$ cat config.mk
export PLATFORM = sky130hd
export DESIGN_NAME = mem_arbiter
export DESIGN_NICKNAME = d
export VERILOG_FILES = /design/src/rtl/mem_arbiter.sv
export SDC_FILE = /design/constraint.sdc
export NUM_CORES = 1
export LEC_CHECK = 0
export ABC_AREA = 1
export CELL_PAD_IN_SITES_DETAIL_PLACEMENT = 1
export CELL_PAD_IN_SITES_GLOBAL_PLACEMENT = 1
export CORE_ASPECT_RATIO = 1.75
export CORE_MARGIN = 2
export CORE_UTILIZATION = 31
export CTS_BUF_LIST = sky130_fd_sc_hd__clkbuf_16
export CTS_CLUSTER_DIAMETER = 30
export CTS_CLUSTER_SIZE = 40
export DETAILED_ROUTE_END_ITERATION = 7
export PLACE_DENSITY_LB_ADDON = 0.1
export SYNTH_ARGS = -nofsm -noshare
export SYNTH_HDL_FRONTEND = slang
export SYNTH_SLANG_ARGS = --single-unit
$ cat constraint.sdc
create_clock -name clk -period 1.5 [get_ports clk]
set_input_delay 0.15 -clock clk [delete_from_list [all_inputs] [get_ports clk]]
set_output_delay 0.15 -clock clk [all_outputs]
set_load 0.02 [all_outputs]
$ cat src/rtl/mem_arbiter.sv
// mem_arbiter: two-port arbiter/sequencer for the shared RAM.
// One transaction at a time: IDLE -> ISSUE -> (WAIT -> RESP) -> IDLE.
module mem_arbiter #(
  parameter int AW         = 9,
  parameter int DW         = 16,
  parameter int RD_LAT     = 1,
  parameter int FIXED_PRIO = 0
) (
  input  logic          clk,
  input  logic          reset,
  input  logic [1:0]    m0_cmd,
  input  logic [AW-1:0] m0_addr,
  input  logic [DW-1:0] m0_wdata,
  output logic          m0_ack,
  output logic [DW-1:0] m0_rdata,
  input  logic [1:0]    m1_cmd,
  input  logic [AW-1:0] m1_addr,
  input  logic [DW-1:0] m1_wdata,
  output logic          m1_ack,
  output logic [DW-1:0] m1_rdata,
  output logic [AW-1:0] ram_addr,
  output logic [DW-1:0] ram_wdata,
  output logic          ram_write,
  input  logic [DW-1:0] ram_rdata,
  output logic          busy,
  output logic          owner
);

  typedef enum logic [1:0] {
    S_IDLE,
    S_ISSUE,
    S_WAIT,
    S_RESP
  } state_e;

  state_e        state_q, state_d;
  logic          rr_q, rr_d;
  logic          own_q, own_d;
  logic          wr_q, wr_d;
  logic [AW-1:0] addr_q, addr_d;
  logic [DW-1:0] wdata_q, wdata_d;
  logic [2:0]    cnt_q, cnt_d;
  logic [DW-1:0] rd0_q, rd0_d;
  logic [DW-1:0] rd1_q, rd1_d;

  logic act0, act1, win, last;

  assign act0 = (m0_cmd == 2'b01) || (m0_cmd == 2'b10);
  assign act1 = (m1_cmd == 2'b01) || (m1_cmd == 2'b10);
  assign last = (cnt_q == 3'd1);

  // Winner: m1 only when it is alone or it is favoured in round-robin.
  always_comb begin
    win = 1'b0;
    if (act1) begin
      if (!act0) win = 1'b1;
      else if (FIXED_PRIO == 0) win = rr_q;
    end
  end

  // State register.
  always_ff @(posedge clk or negedge reset) begin
    if (!reset) state_q <= S_IDLE;
    else        state_q <= state_d;
  end

  // Next-state logic.
  always_comb begin
    state_d = state_q;
    unique case (state_q)
      S_IDLE:  if (act0 || act1) state_d = S_ISSUE;
      S_ISSUE: state_d = wr_q ? S_IDLE : S_WAIT;
      S_WAIT:  if (last) state_d = S_RESP;
      S_RESP:  state_d = S_IDLE;
      default: state_d = S_IDLE;
    endcase
  end

  // Outputs decoded from the current state and latched command.
  always_comb begin
    m0_ack    = 1'b0;
    m1_ack    = 1'b0;
    ram_addr  = '0;
    ram_wdata = '0;
    ram_write = 1'b0;
    unique case (state_q)
      S_ISSUE: begin
        ram_addr = addr_q;
        if (wr_q) begin
          ram_write = 1'b1;
          ram_wdata = wdata_q;
          m0_ack    = ~own_q;
          m1_ack    = own_q;
        end
      end
      S_WAIT: ram_addr = addr_q;
      S_RESP: begin
        m0_ack = ~own_q;
        m1_ack = own_q;
      end
      default: ;
    endcase
  end

  assign busy     = (state_q != S_IDLE);
  assign owner    = own_q;
  assign m0_rdata = rd0_q;
  assign m1_rdata = rd1_q;

  // Datapath next values: grant latch, wait counter, read capture.
  always_comb begin
    rr_d    = rr_q;
    own_d   = own_q;
    wr_d    = wr_q;
    addr_d  = addr_q;
    wdata_d = wdata_q;
    cnt_d   = cnt_q;
    rd0_d   = rd0_q;
    rd1_d   = rd1_q;
    unique case (state_q)
      S_IDLE: begin
        if (act0 || act1) begin
          own_d   = win;
          wr_d    = win ? m1_cmd[1] : m0_cmd[1];
          addr_d  = win ? m1_addr : m0_addr;
          wdata_d = win ? m1_wdata : m0_wdata;
          if (FIXED_PRIO == 0) rr_d = ~win;
        end
      end
      S_ISSUE: cnt_d = 3'(RD_LAT);
      S_WAIT: begin
        cnt_d = cnt_q - 3'd1;
        if (last) begin
          if (own_q) rd1_d = ram_rdata;
          else       rd0_d = ram_rdata;
        end
      end
      default: ;
    endcase
  end

  // Datapath registers.
  always_ff @(posedge clk or negedge reset) begin
    if (!reset) begin
      rr_q    <= 1'b0;
      own_q   <= 1'b0;
      wr_q    <= 1'b0;
      addr_q  <= '0;
      wdata_q <= '0;
      cnt_q   <= '0;
      rd0_q   <= '0;
      rd1_q   <= '0;
    end else begin
      rr_q    <= rr_d;
      own_q   <= own_d;
      wr_q    <= wr_d;
      addr_q  <= addr_d;
      wdata_q <= wdata_d;
      cnt_q   <= cnt_d;
      rd0_q   <= rd0_d;
      rd1_q   <= rd1_d;
    end
  end

endmodule

==> results.sh <==
export IMPL_synth_edf_count=0
export IMPL_async_flop_share=1.00
export IMPL_slew_headroom=0.753
export IMPL_seqPwrFrac=0.266
export IMPL_max_cap_violations=0
export IMPL_synth_area_top_cells="dfrtp_1 48%, nand2_1 18%, inv_1 6.3%, o21ai_0 5.5%, nand3_1 4.5%"
export IMPL_clock_latency_ns=0.33
export IMPL_drt_iter0_drc=69
export IMPL_vias=3302
export IMPL_viasPerCell=4.53
export IMPL_layout_nets=673
export IMPL_violations="setup timing"
export IMPL_netSwitchingPower_mw=4.85
export IMPL_clk_pin_slew_ns=0.05
export IMPL_cts_htree_levels=3
export IMPL_cts_root_buf="clkbuf_16"
export IMPL_criticalPathCategory="reg -> out"
export IMPL_layout_drive_gt1_share=0.260
export IMPL_synthTopCellsByCount="165 x nand2_1, 65 x dfrtp_1, 56 x inv_1"
export IMPL_antenna_left=0
export IMPL_antenna_found_initial=0
export IMPL_grt_pass1_wl_um=17100
export IMPL_die_area_um2=11700
export IMPL_cp_required_ns=1.35
export IMPL_post_place_ws_ns=-0.278
export IMPL_grt_use_total=0.191
export IMPL_vdd_ir_drop_max_mv=1.30
export IMPL_synth_area_leader_cell="dfrtp_1"
export IMPL_port_buffers=133
export IMPL_fp_dieW_um=82.7
export IMPL_pin_count=134
export IMPL_post_route_period_util=1.09
export IMPL_clock_fmax_mhz=612
export IMPL_netlist_instances=436
export IMPL_report_final_slew_viol_count=0
export IMPL_cpPeakStageDelay_ns=0.41
export IMPL_end_kind="primary output"
export IMPL_n_antenna_cell=0
export IMPL_cts_max_path_buffers=2
export IMPL_place_congestion=0.751
export IMPL_cp_max_fo=8
export IMPL_start_util=0.316
export IMPL_synth_most_common_cell="nand2_1"
export IMPL_synth_top_area_frac=0.484
export IMPL_power_density_nw_per_um2=2100
export IMPL_critical_path_cell_chain="inv_4 > ha_4 > nand2_4 > clkbuf_16 > nor2_2 > buf_4"
export IMPL_cts_buffers=9
export IMPL_wl_per_cell_um=15.4
export IMPL_period_minus_slack_ns=1.63
export IMPL_power_total_mw=11.9
export IMPL_cts_tree="yes"
export IMPL_routed_wl_um=11200
export IMPL_slowest_stage="dfrtp_1"
export IMPL_hold_path_class="in -> async"
export IMPL_finalSetupViolations=28
export IMPL_final_util=0.534
export IMPL_comb_power_share=0.545
export IMPL_drc=0
export IMPL_worstMarginPinSlew_ns=0.370
export IMPL_placementRows=50
export IMPL_avgSynthCellArea_um2=7.70
export IMPL_power_leakage_nw=2.92
export IMPL_syn_area_um2=3360
export IMPL_ys_flop_type="dfrtp_1"
export IMPL_swShare=0.407
export IMPL_dr_pass1_iters=4
export IMPL_hold_viol_final=0
export IMPL_core_um2=10600
export IMPL_grt_max_degree=66
export IMPL_ys_ff_latch=65
export IMPL_synth_cell_types=25
export IMPL_start_kind="flop"
export IMPL_status="finished, violations left"
export IMPL_die_y_um=142
export IMPL_ys_warn_count=0
export IMPL_first_global_vias=3612
export IMPL_cp_data_arrival_time_ns=1.48
export IMPL_area_growth_pct=69.0
export IMPL_clock_skew_ns=0.00743
export IMPL_grt_overflow_total=0
export IMPL_worst_slack_ns=-0.135
export IMPL_synth_fp_nets=515
export IMPL_rsz0062_at_grt="yes"
export IMPL_seq_area_frac_synth=0.484
export IMPL_dp_hpwl_um=7710
export IMPL_clockPowerShare=0.189
export IMPL_p_int_mw=7.08
export IMPL_cts_sinks=65
[placed cells by master, fill, tap and decap left out, types with 2 or more instances in the layout]
| cell type | n |
|---|---|
| nand2_1 | 155 |
| clkdlybuf4s50_1 | 97 |
| dfrtp_1 | 64 |
| inv_1 | 43 |
| o21ai_0 | 32 |
| nand3_1 | 28 |
| buf_4 | 27 |
| nand2_2 | 26 |
| buf_6 | 21 |
| inv_2 | 12 |
| clkbuf_16 | 12 |
| nor2_2 | 11 |
| nand2_4 | 9 |
| buf_12 | 9 |
| nor2_4 | 7 |
| o21ai_1 | 6 |
| dlymetal6s2s_1 | 5 |
| nor2_1 | 4 |
| ha_4 | 4 |
| clkinvlp_4 | 3 |
| inv_4 | 2 |
| nand3_4 | 2 |
| ha_1 | 2 |
| bufinv_16 | 2 |
[kinds of logic after synthesis]
group,share of synthesized area
AND/OR/NAND/NOR,0.318
buffers and inverters,0.108
flip-flops,0.484
AO/OA/AOI/OAI,0.0637
adder cells (fa/ha/maj),0.0261
[final cells by class]
cell class | count | area, um2
inverters | 57 | 219
well taps | 130 | 163
multi-input cells | 295 | 1590
clock inverters | 7 | 95.1
repair buffers | 166 | 1760
flip-flops and latches | 65 | 1630
clock buffers | 9 | 225
fillers | 1264 | 4960
[final timing paths]
path | start | depth (start not counted) | to | slack, ns
setup / recovery | flop | 6 | ram_wdata[0] | -0.13
hold / removal | reset | 3 | wdata_q[10] | 0.38
setup reg to reg | state_q[0] | 6 | cnt_q[2] | 0.05
hold reg to reg | wdata_q[7] | 2 | wdata_q[7] | 0.48
max in group asynchronous | reset | 3 | state_q[0] | 0.82
min in group clk | ram_rdata[9] | 3 | m0_rdata[9] | 0.40
[worst max-delay path, delay by kind of cell, from the launching register on]
| family | cells | cell delay (ns) |
|---|---|---|
| flops | 1 | 0.41 |
| simple gates | 2 | 0.15 |
| buf+inv | 3 | 0.43 |
| fa+ha+maj | 1 | 0.15 |
[power groups by stage]
stage | sequential (mW) | clock, mW | combinational (mW)
finish | 3.17 | 2.25 | 6.50
global route | 3.29 | 2.36 | 7.10
CTS | 3.14 | 2.31 | 6.07
detailed placement | 3.11 | 0 | 5.73
global placement | 3.07 | 0 | 5.60
floorplan | 3.59 | 0 | 2.46
[layer usage]
layer  routed length (um)  up-vias  GRT usage
met5                    0        -          0
met4                  175        0     0.0682
met3                  605       11     0.0401
met2                 6350       93      0.366
met1                 4110     1559      0.195
li1                     -     1639          -
[what timing repair did]
| action | CTS | global route |
|---|---|---|
| gates resized for setup | 200 | 45 |
| hold buffers | 1 | 0 |
| setup endpoints to repair | 31 | 68 |
| pin swaps | 3 | 8 |
| cloned | 0 | 3 |
| endpoints found under the hold margin | 65 | 0 |
| setup buffers | 1 | 0 |
[state kept, by name, indices dropped and copies added, names as in the netlist, named ones only]
| name | flops |
|---|---|
| addr_q | 9 |
| cnt_q | 3 |
| m0_rdata | 16 |
| m1_rdata | 16 |
| owner | 1 |
| rr_q | 1 |
| state_q | 1 |
| wdata_q | 16 |
| wr_q | 1 |
[metrics by stage]
step                hold slack [ns]  cells  instance area [um2]  TNS [ns]
finish                        0.380    729                 5680     -3.17
global route                  0.401    729                 5680     -4.82
CTS                           0.394    726                 5450     -3.41
detailed placement            0.204    708                 5020     -8.97
global placement              0.199    708                 5020     -7.46
floorplan                    -0.146    436                 3360         0
(Power assumes the default switching activity.)
